**src/rtl/mxm_result_collector.sv**
```systemverilog
// Collects one MxM result every N cycles into a FWFT FIFO and streams it row-major with row/matrix framing.
// Optional MXM_COLLECT_RELU_EN: treat y_in as signed and clamp negative results to zero at push time.
module mxm_result_collector #(
  parameter int W     = 8,
  parameter int N     = 1000,
  parameter int M     = 4,
  parameter int P     = 4,
  parameter int DEPTH = 8
) (
  input  logic                       clk,
  input  logic                       rst,
  input  logic [W-1:0]               y_in,
  output logic [W-1:0]               out_data,
  output logic                       out_valid,
  input  logic                       out_ready,
  output logic                       out_last,
  output logic                       out_done,
  output logic                       overflow,
  output logic [$clog2(DEPTH):0]     count
);

  localparam int AW  = $clog2(DEPTH);
  localparam int CW  = AW + 1;
  localparam int PHW = (N > 1) ? $clog2(N) : 1;
  localparam int CLW = (P > 1) ? $clog2(P) : 1;
  localparam int RWW = (M > 1) ? $clog2(M) : 1;

  if (N < 2) begin : g_bad_n
    $error("mxm_result_collector: N must be at least 2");
  end
  if ((DEPTH < 2) || ((1 << AW) != DEPTH)) begin : g_bad_depth
    $error("mxm_result_collector: DEPTH must be a power of 2 and at least 2");
  end

  logic [PHW-1:0] phase_r;
  logic           first_r;
  logic [CLW-1:0] col_r;
  logic [RWW-1:0] row_r;
  logic [AW-1:0]  wr_ptr_r;
  logic [AW-1:0]  rd_ptr_r;
  logic [CW-1:0]  count_r;
  logic           overflow_r;
  logic [W+1:0]   mem_r [DEPTH];

  logic           cap_s;
  logic           sample_s;
  logic           pop_s;
  logic           full_s;
  logic           push_s;
  logic           lost_s;
  logic           last_s;
  logic           done_s;
  logic [W-1:0]   data_s;
  logic [W+1:0]   head_s;

  // Capture, push/pop and framing-tag decode
  always_comb begin
    cap_s    = (phase_r == PHW'(1));
    sample_s = cap_s && !first_r;
    pop_s    = (count_r != {CW{1'b0}}) && out_ready;
    full_s   = (count_r == CW'(DEPTH));
    push_s   = sample_s && (!full_s || pop_s);
    lost_s   = sample_s && full_s && !pop_s;
    last_s   = (col_r == CLW'(P - 1));
    done_s   = last_s && (row_r == RWW'(M - 1));
`ifdef MXM_COLLECT_RELU_EN
    if (y_in[W-1]) begin
      data_s = {W{1'b0}};
    end else begin
      data_s = y_in;
    end
`else
    data_s = y_in;
`endif
  end

  // Free-running phase counter kept in lockstep with the MxM stage
  always_ff @(posedge clk) begin
    if (rst) begin
      phase_r <= {PHW{1'b0}};
    end else if (phase_r == PHW'(N - 1)) begin
      phase_r <= {PHW{1'b0}};
    end else begin
      phase_r <= phase_r + PHW'(1);
    end
  end

  // Framing, FIFO pointers, occupancy and sticky overflow
  always_ff @(posedge clk) begin
    if (rst) begin
      first_r    <= 1'b1;
      col_r      <= {CLW{1'b0}};
      row_r      <= {RWW{1'b0}};
      wr_ptr_r   <= {AW{1'b0}};
      rd_ptr_r   <= {AW{1'b0}};
      count_r    <= {CW{1'b0}};
      overflow_r <= 1'b0;
    end else begin
      if (cap_s) begin
        first_r <= 1'b0;
      end
      // Framing follows every sample slot, even a lost one, to stay aligned with the schedule
      if (sample_s) begin
        if (last_s) begin
          col_r <= {CLW{1'b0}};
          row_r <= (row_r == RWW'(M - 1)) ? {RWW{1'b0}} : row_r + RWW'(1);
        end else begin
          col_r <= col_r + CLW'(1);
        end
      end
      if (push_s) begin
        wr_ptr_r <= wr_ptr_r + AW'(1);
      end
      if (pop_s) begin
        rd_ptr_r <= rd_ptr_r + AW'(1);
      end
      case ({push_s, pop_s})
        2'b10:   count_r <= count_r + CW'(1);
        2'b01:   count_r <= count_r - CW'(1);
        default: count_r <= count_r;
      endcase
      if (lost_s) begin
        overflow_r <= 1'b1;
      end
    end
  end

  // Storage array; contents need no reset because the pointers gate visibility
  always_ff @(posedge clk) begin
    if (!rst && push_s) begin
      mem_r[wr_ptr_r] <= {done_s, last_s, data_s};
    end
  end

  assign head_s    = mem_r[rd_ptr_r];
  assign out_valid = (count_r != {CW{1'b0}});
  assign out_data  = head_s[W-1:0];
  assign out_last  = out_valid && head_s[W];
  assign out_done  = out_valid && head_s[W+1];
  assign overflow  = overflow_r;
  assign count     = count_r;

endmodule
```
**config.mk**
```make
export PLATFORM = sky130hd
export DESIGN_NAME = mxm_result_collector
export DESIGN_NICKNAME = d
export VERILOG_FILES = /design/src/rtl/mxm_result_collector.sv
export SDC_FILE = /design/constraint.sdc
export NUM_CORES = 1
export LEC_CHECK = 0
export ABC_AREA = 1
export BUFFER_PORTS_ARGS = -buffer_cell sky130_fd_sc_hd__buf_2
export CORE_UTILIZATION = 60
export DETAILED_ROUTE_END_ITERATION = 8
export PLACE_DENSITY = 0.86
export SLEW_MARGIN = 20
export SYNTH_ARGS = -nofsm -noshare
export SYNTH_HDL_FRONTEND = slang
export SYNTH_SLANG_ARGS = --single-unit
```
**constraint.sdc**
```tcl
create_clock -name clk -period 2.89 [get_ports clk]
set_input_delay 0.578 -clock clk [delete_from_list [all_inputs] [get_ports clk]]
set_output_delay 0.578 -clock clk [all_outputs]
set_load 0.03 [all_outputs]
```
==> metrics, run 1 <==
area after detailed placement roughly 4700 um^2; total global routing overflow 0; multi-input logic area around 1300 um^2; Synth top area share 0.5436; routed wire length approximately 8.7 mm; Hold Buf Count CTS 0; Final setup viols 0; total power 3.917 mW; Net count, final 457; Resized cells post-CTS 0; RSZ-0062 raised after global routing false; I/O Pins 27; Mapped Cells 404; die width 87.82 um; Critical Path RT 2.31 ns; sum of negative setup slack 0 ns; met1 Track Usage GR 0.2951; Port-buffer cells 26; min Tclk post-route ~2.6 ns; Hold WC Path Type in2reg; Rel. slew slack 0.4237; crit path capture out_done; Pleak approximately 1.8 nW; Final Util 0.7020; endpoint of the worst register-to-register path count[3]; worst setup margin between 0.2 and 0.25 ns; placed instance count 522; Sequential Area about 3000 um^2; H-tree depth 3; CP startpoint kind register; commonest non-fill, non-tap cells in the layout 80 x edfxtp_1, 78 x nor2_1, 52 x nand2_1, 51 x o21ai_0, 29 x dfxtp_1; first-pass GRT wire length between 10 and 15 mm; layout cells sized above 1 0.1357; CTS tree built; num rows 30; post-synthesis cell type count 30; Cell Area, Synth between 4000 and 5000 um^2; Total GRT Usage 0.2447; largest net degree at the start of global routing between 40 and 50; drt first-iter violations 271; CP Max Fanout 40; antenna diode count 0; vias in the first global route approximately 2900; final cell count without fillers around 540; busiest grt layer met2; GRT met2 Usage 0.4306; die area 7712 um^2; reg2reg setup slack between 0.6 and 0.7 ns; largest buffer count on any clock path 2; crit end category output port; leading cell type in the layout, fill and taps excluded edfxtp_1; syn avg cell area between 10 and 15 um^2; Clock Tree Root clkbuf_8; total number of vias between 3000 and 4000; Seq/Total Area, Yosys 0.6750; layout filler cell count 469; Finished Cell Area roughly 4900 um^2; pre-CTS setup slack between 0.5 and 0.6 ns; initial antenna violation count 0; Power Dens Cells approximately 800 nW/um^2; Post-Syn Nets 424; Critical R2R Launch count[0]; Slew @ Worst Pin approximately 0.86 ns; minimum hold slack 0.4559 ns; post-CTS setup buffer count 0; Area growth syn-to-layout 10.31%; clk sinks approximately 110; post-route ant nets 0; R2R depth 14; status finished clean; Initial Util 0.6364; RePlAce Congestion between 0.8 and 0.9; total core area between 6000 and 7000 um^2; met3 Usage GRT 0.05938; Max-Cap Viols 0; total CTS buffers 9; Initial DRT Pass Iterations 5; final slew viol count 0; largest cells by area after synthesis edfxtp_1 54%, dfxtp_1 13%, nor2_1 6.6%; DPL Wire Length between 5 and 6 mm; Synth Warn # 0; Clk pin slew, worst setup/hold paths 0.09 ns; peak supply drop roughly 0.63 mV; Seq cells post-synth between 100 and 150; residual DRC count 0; average wire per standard cell roughly 16 um; dominant cell type by area after synthesis edfxtp_1; Die Y 87.82 um; Setup CP Type reg2out; clock skew 0.01351 ns; Clock Latency Late Sink 0.37 ns; WP data arrival just over 2 ns; fin crit share 0.9169; Final Hold Viols 0; Via density about 5.6; fmax approximately 380 MHz
[layout make-up]
type	count	area share
clock buffers	10	0.02618
clock inverters	6	0.009754
inverters	22	0.01797
multi-input cells	258	0.2659
flip-flops and latches	109	0.6119
well taps	96	0.02464
repair buffers	37	0.04363
[worst min-delay path by stage]
stage,startpoint,to,slack [ns],cells after the start
after floorplan,rd_ptr_r[2],register,0.43,2
after global placement,overflow,overflow,0.44,1
after detailed placement,rd_ptr_r[2],register,0.46,2
after CTS,rst,wr_ptr_r[0],0.43,2
after global routing,rst,wr_ptr_r[0],0.44,2
final,rst,wr_ptr_r[0],0.46,2
[where the power goes]
group          switching (mW)  leakage [nW]  internal [mW]
clock                   0.494        0.0825          0.321
combinational           0.923         0.764          0.389
sequential             0.0584         0.954           1.73
[cells by family (layout without fill, tap and decap cells)]
group | Yosys count | count (layout) | synth area share
compound gates | 91 | 91 | 0.1150
xor+xnor | 6 | 6 | 0.01189
fa+ha+maj | 9 | 9 | 0.02718
buf+inv | 37 | 75 | 0.03171
flops | 109 | 109 | 0.6750
simple gates | 152 | 152 | 0.1393
[cells in the mapped netlist]
cell type,n
inv_1,20
o21ai_0,51
o211a_1,1
o22ai_1,18
clkinv_2,1
nand2_4,1
nor2_2,1
o31ai_1,1
nand2_1,52
ha_1,8
dfxtp_1,29
nand4_1,3
or2_2,1
a21oi_2,1
nor3_1,1
nand2_2,1
xor2_1,2
o41ai_2,1
or2_4,1
clkbuf_1,15
a31oi_1,2
nor2_1,78
nand3_1,13
edfxtp_1,80
a21o_1,1
clkinv_1,1
fa_1,1
o21a_1,1
xnor2_1,4
a21oi_1,14
[worst max-delay path, cell delays in order, from the launching register on]
cell     delay, ns
dfxtp_1       0.34
buf_4         0.37
o21ai_0       0.16
o22ai_1       0.20
o21ai_0       0.14
a31oi_1       0.25
buf_2         0.24
[registers in the layout (all words and copies together), names as in the netlist, named ones only]
register and cells:
wr_ptr_r 3, col_r 2, overflow 1, first_r 1, row_r 2, count 4, rd_ptr_r 3, phase_r 10
mem_r 80
[layer usage]
metal | up-vias | wire length, um
met2 | 114 | 4529
met3 | 18 | 543
met1 | 1431 | 3461
met5 | - | 0
li1 | 1476 | -
met4 | 0 | 125
No activity file was read; power rests on OpenSTA's default activity.
==> run 2: changes to the inputs <==
--- a/config.mk
+++ b/config.mk
@@ -7,9 +7,9 @@
 export LEC_CHECK = 0
 export ABC_AREA = 1
 export BUFFER_PORTS_ARGS = -buffer_cell sky130_fd_sc_hd__buf_2
-export CORE_UTILIZATION = 60
+export CORE_UTILIZATION = 57
 export DETAILED_ROUTE_END_ITERATION = 8
-export PLACE_DENSITY = 0.86
+export PLACE_DENSITY = 0.82
 export SLEW_MARGIN = 20
 export SYNTH_ARGS = -nofsm -noshare
 export SYNTH_HDL_FRONTEND = slang
==> run 2 against run 1 <==
Sequential share of layout area is 0.063 points lower. Sequential power hardly changed. Clock power is 5.4% higher. Critical path depth stayed put.
==> metrics, run 2 (synthesized netlist as in run 1, its figures left out) <==
layout filler cell count 538 (+15%); Die Y 90.05 um (+2.5%); WP data arrival 2.03 ns (-0.04 ns); crit end category output port; I/O Pins 27 (unchanged); most flop-heavy register mem_r; RePlAce Congestion 0.7472 (-12%); RSZ-0062 raised after global routing false; CTS tree built; Clock Latency Late Sink 0.37 ns (about the same); DPL Wire Length 5.383 mm (-2.5%); min Tclk post-route 2.605 ns (-0.04482 ns); first-pass GRT wire length 14.03 mm (+2.8%); CP Cell Sequence inv_1, o21ai_0, o22ai_1, o21ai_0, a31oi_1, buf_2; final slew viol count 0 (unchanged); post-CTS setup buffer count 0 (unchanged); initial antenna violation count 0 (unchanged); leading cell type in the layout, fill and taps excluded edfxtp_1; multi-input logic area 1296 um^2 (unchanged); Initial DRT Pass Iterations 5 (unchanged); num rows 31 (+3.3%); Total GRT Usage 0.2230 (-0.02161); largest net degree at the start of global routing 41 (unchanged); routed wire length 8.435 mm (-2.6%); Final Hold Viols 0 (unchanged); average wire per standard cell 15.62 um (-3.0%); CP Max Fanout 20 (-50%); Area growth syn-to-layout 10.42%; Clock Tree Root clkbuf_8; Max-Cap Viols 0 (unchanged); antenna diode count 0 (unchanged); CP startpoint kind register; largest buffer count on any clock path 2 (unchanged); status finished clean; fmax 383.9 MHz (+1.7%); clk sinks 109 (unchanged); total global routing overflow 0 (unchanged); final cell count without fillers 540 (+0.37%); Setup CP Type reg2out; Sequential Area 2983 um^2 (unchanged); Pleak 1.813 nW (+0.71%); Slowest-stage cell, CP inv_1; drt first-iter violations 227 (-16%); layout cells sized above 1 0.1315 (-0.004227); Initial Util 0.5997 (-0.03674); fin crit share 0.9014 (-0.01551); vias in the first global route 3034 (+5.5%); Port-buffer cells 26 (unchanged); Final setup viols 0 (unchanged); Max stage delay on crit path 0.46 ns (+0.09 ns); total CTS buffers 9 (unchanged); placed instance count 525 (+0.57%); Net count, final 457 (unchanged); total power 3.948 mW (+0.80%); Via density 5.483 (-2.9%); die width 90.05 um (+2.5%); Power Dens Cells 809.1 nW/um^2 (+0.69%); Hold Buf Count CTS 0 (unchanged); total number of vias 2961 (-2.6%); total core area 7370 um^2 (+6.1%); peak supply drop 0.6102 mV (-2.5%); Resized cells post-CTS 0 (unchanged); commonest non-fill, non-tap cells in the layout 80 x edfxtp_1, 78 x nor2_1, 52 x nand2_1, 51 x o21ai_0, 29 x dfxtp_1; clock skew 0.01222 ns (-0.001295 ns); Critical Path RT 2.31 ns (about the same); die area 8109 um^2 (+5.1%); Clk pin slew, worst setup/hold paths 0.09 ns (about the same); Rel. slew slack 0.4659 (+0.04213); sum of negative setup slack 0 ns (unchanged); post-route ant nets 0 (unchanged); Hold WC Path Type in2reg; CP dominant cell by count o21ai_0; H-tree depth 3 (unchanged); residual DRC count 0 (unchanged); max FFs per register 80 (unchanged); Slew @ Worst Pin 0.7925 ns (-0.06251 ns)
## run 2: cell types whose count changed in the layout (fill, tap and decap cells not counted)
| cell | previous run | this run |
|---|---|---|
| bufinv_16 | 0 | 1 |
| clkinvlp_4 | 3 | 0 |
| inv_8 | 1 | 0 |
| inv_1 | 19 | 20 |
| clkinv_2 | 1 | 3 |
| inv_6 | 1 | 0 |
## run 2: through the flow
| step | hold slack [ns] | worst slack, ns | util | cell area [um^2] |
|---|---|---|---|---|
| final | 0.4417 | 0.2850 | 0.6621 | 4880 |
| after CTS | 0.4401 | 0.2830 | 0.6621 | 4880 |
| after floorplan | 0.4334 | 0.5581 | - | 4419 |
| after detailed placement | 0.4554 | 0.6514 | 0.6377 | 4700 |
| after global routing | 0.4544 | 0.1174 | 0.6621 | 4880 |
| after global placement | 0.4466 | 0.7030 | 0.6377 | 4700 |
## run 2: final timing paths
check                                 from          end  slack, ns  depth (start not counted)
worst max-delay path              register     out_done       0.29                          6
worst min-delay path                   rst  wr_ptr_r[0]       0.44                          2
worst max register to register    count[0]     count[3]       0.64                         14
worst min register to register  phase_r[0]   phase_r[0]       0.47                          1
## run 2: worst max-delay path: cells and delay by family, from the launching register on
family,cells,cell delay [ns]
DFF,1,0.33
buffers and inverters,2,0.69
AOI/OAI and AO/OA,4,0.65
## run 2: final cells by class
type | instances | area share
repair buffers | 37 | 0.04359
inverters | 22 | 0.01718
multi-input cells | 258 | 0.2656
well taps | 99 | 0.02538
flip-flops and latches | 109 | 0.6113
clock inverters | 5 | 0.01077
clock buffers | 10 | 0.02615
## run 2: layer usage
metal	vias up	routed length [um]	global-route usage
li1	1473	-	-
met1	1399	3498	0.2755
met2	74	4368	0.3791
met3	15	408	0.02623
met4	0	159	0.1304
met5	-	0	0
## run 2: where the power goes
group          switching [mW]  total (mW)  leakage (nW)  internal, mW
logic                   0.909        1.30         0.766         0.391
clock network           0.467       0.859        0.0935         0.392
registers              0.0576        1.79         0.954          1.73
==> run 3: changes to the inputs <==
--- a/config.mk
+++ b/config.mk
@@ -7,9 +7,12 @@
 export LEC_CHECK = 0
 export ABC_AREA = 1
 export BUFFER_PORTS_ARGS = -buffer_cell sky130_fd_sc_hd__buf_2
-export CORE_UTILIZATION = 57
+export CELL_PAD_IN_SITES_DETAIL_PLACEMENT = 0
+export CELL_PAD_IN_SITES_GLOBAL_PLACEMENT = 1
+export CORE_MARGIN = 4
+export CORE_UTILIZATION = 48
 export DETAILED_ROUTE_END_ITERATION = 8
-export PLACE_DENSITY = 0.82
+export PLACE_DENSITY = 0.86
 export SLEW_MARGIN = 20
 export SYNTH_ARGS = -nofsm -noshare
 export SYNTH_HDL_FRONTEND = slang
==> run 3 against run 2 <==
Fmax fell by 0.25%. Via count fell by 0.34%. Global-route usage fell by 5.6 points. Cell count rose by 2.2%. Largest power group unchanged. Largest cell class unchanged. Combinational power barely moved. Highest routed layer unchanged. Power rose by 3.2%. Sequential share of layout area fell by 0.87 points.
==> metrics, run 3 (synthesized netlist as in run 1, its figures left out) <==
RSZ-0062 raised after global routing false; Clock Latency Late Sink 0.37 ns (about the same); Hold WC Path Type in2reg; Setup CP Type reg2out; Hold Buf Count CTS 0 (unchanged); largest net degree at the start of global routing 41 (unchanged); average wire per standard cell 15.49 um (-0.85%); antenna diode count 0 (unchanged); Sequential Area 2983 um^2 (unchanged); Clk pin slew, worst setup/hold paths 0.10 ns (about the same); Via density 5.346 (-2.5%); CTS tree built; min Tclk post-route 2.611 ns (+0.006530 ns); clock power share 0.240 (+0.022); layout filler cell count 771 (+43%); total CTS buffers 9 (unchanged); Comb power frac 0.318 (-0.011); Critical Path RT 2.31 ns (about the same); Die Y 104.0 um (+15%); area after detailed placement 4726 um^2 (+0.56%); clock skew 0.01951 ns (+0.007292 ns); I/O Pins 27 (unchanged); die width 104.0 um (+15%); post-CTS setup buffer count 0 (unchanged); leading cell type in the layout, fill and taps excluded edfxtp_1; fmax 382.9 MHz (-0.25%); CP startpoint kind register; Initial DRT Pass Iterations 5 (unchanged); largest buffer count on any clock path 2 (unchanged); Slew @ Worst Pin 0.8183 ns (+0.02576 ns); met3 wire len 383 um (-6.1%); initial antenna violation count 0 (unchanged); Rel. slew slack 0.4485 (-0.01736); Max-Cap Viols 0 (unchanged); WP data arrival 2.03 ns (about the same); max FFs per register 80 (unchanged); Finished Cell Area 4950 um^2 (+1.4%); CP Max Fanout 20 (unchanged); layout cells sized above 1 0.1419 (+0.01037); cell-internal power 2.557 mW (+1.7%); commonest non-fill, non-tap cells in the layout 80 x edfxtp_1, 78 x nor2_1, 52 x nand2_1, 51 x o21ai_0, 29 x dfxtp_1; Power Dens Cells 822.9 nW/um^2 (+1.7%); Total GRT Usage 0.1668 (-0.05622); routed wire length 8.549 mm (+1.4%); vias in the first global route 2869 (-5.4%); drt first-iter violations 174 (-23%); Net count, final 459 (+0.44%); num rows 34 (+9.7%); total core area 8848 um^2 (+20%); uppermost routed layer met4; status finished clean; residual DRC count 0 (unchanged); sum of negative setup slack 0 ns (unchanged); most flop-heavy register mem_r; Clock Tree Root clkbuf_8; post-route ant nets 0 (unchanged); met2 routed wirelength 4.353 mm (-0.34%); first-pass GRT wire length 14.34 mm (+2.2%); switching power 1.516 mW (+5.8%); final slew viol count 0 (unchanged); Pleak 1.841 nW (+1.6%); Resized cells post-CTS 0 (unchanged); Initial Util 0.4994 (-0.1002); crit end category output port; Final setup viols 0 (unchanged); total number of vias 2951 (-0.34%); multi-input logic area 1296 um^2 (unchanged); Area growth syn-to-layout 12.00%; Seq pwr share 0.443 (-0.010); DPL Wire Length 5.754 mm (+6.9%); total global routing overflow 0 (unchanged); fin crit share 0.9036 (+0.002260); Port-buffer cells 26 (unchanged); M1 WL 3.737 mm (+6.8%); clk sinks 109 (unchanged); H-tree depth 3 (unchanged); RePlAce Congestion 0.7511 (+0.52%); Sw Ratio 0.3723 (+0.009265); die area 10810 um^2 (+33%); Final Hold Viols 0 (unchanged); peak supply drop 0.5149 mV (-16%)
## run 3: changes by cell type in the layout (fill, tap and decap cells not counted)
cell      previous run  this run
clkinv_8             0         2
inv_6                0         2
clkbuf_1             1         0
buf_4               11        13
clkinv_2             3         1
clkinv_1             2         1
inv_8                0         1
## run 3: layer usage
metal	track usage	up-vias
met4	0.04274	0
li1	-	1478
met1	0.2046	1407
met3	0.04469	7
met2	0.2920	59
met5	0	-
## run 3: final timing paths
path,end,slack [ns],from,cells after the start
worst max-delay path,out_last,0.28,register,6
worst min-delay path,wr_ptr_r[0],0.46,rst,2
worst max register to register,mem_r[1][8],0.60,phase_r[0],9
worst min register to register,row_r[1],0.47,row_r[1],2
## run 3: power groups by stage
stage	Sequential (mW)	Combinational [mW]	Clock, mW
after floorplan	1.86	0.906	0
after global placement	1.84	1.29	0
after CTS	1.81	1.31	1.01
final	1.80	1.29	0.976
after detailed placement	1.84	1.31	0
after global routing	1.82	1.43	1.07
## run 3: metrics by stage
step | std cells | util | hold WS [ns] | total power, mW | setup WS (ns)
2_1_floorplan | 404 | - | 0.4334 | 2.769 | 0.5581
3_3_place_gp | 536 | 0.5341 | 0.4455 | 3.124 | 0.6131
3_5_place_dp | 536 | 0.5341 | 0.4552 | 3.146 | 0.5765
4_1_cts | 552 | 0.5594 | 0.4336 | 4.125 | 0.2118
5_1_grt | 552 | 0.5594 | 0.4402 | 4.318 | 0.07413
6_report | 552 | 0.5594 | 0.4605 | 4.073 | 0.2785
## run 3: critical path: stages (launching register included)
cell     delay (ns)
dfxtp_1        0.45
inv_1          0.42
o21ai_0        0.18
o22ai_1        0.14
o21ai_0        0.09
a31oi_1        0.17
buf_2          0.22
## run 3: area by class of cell
cell class                 count  area share
inverter                      22     0.01694
multi-input combinational    258      0.2619
tap                          108     0.02730
clock buffer                   9     0.02503
timing repair buffer          39     0.04601
clock inverter                 7     0.02022
sequential                   109      0.6026
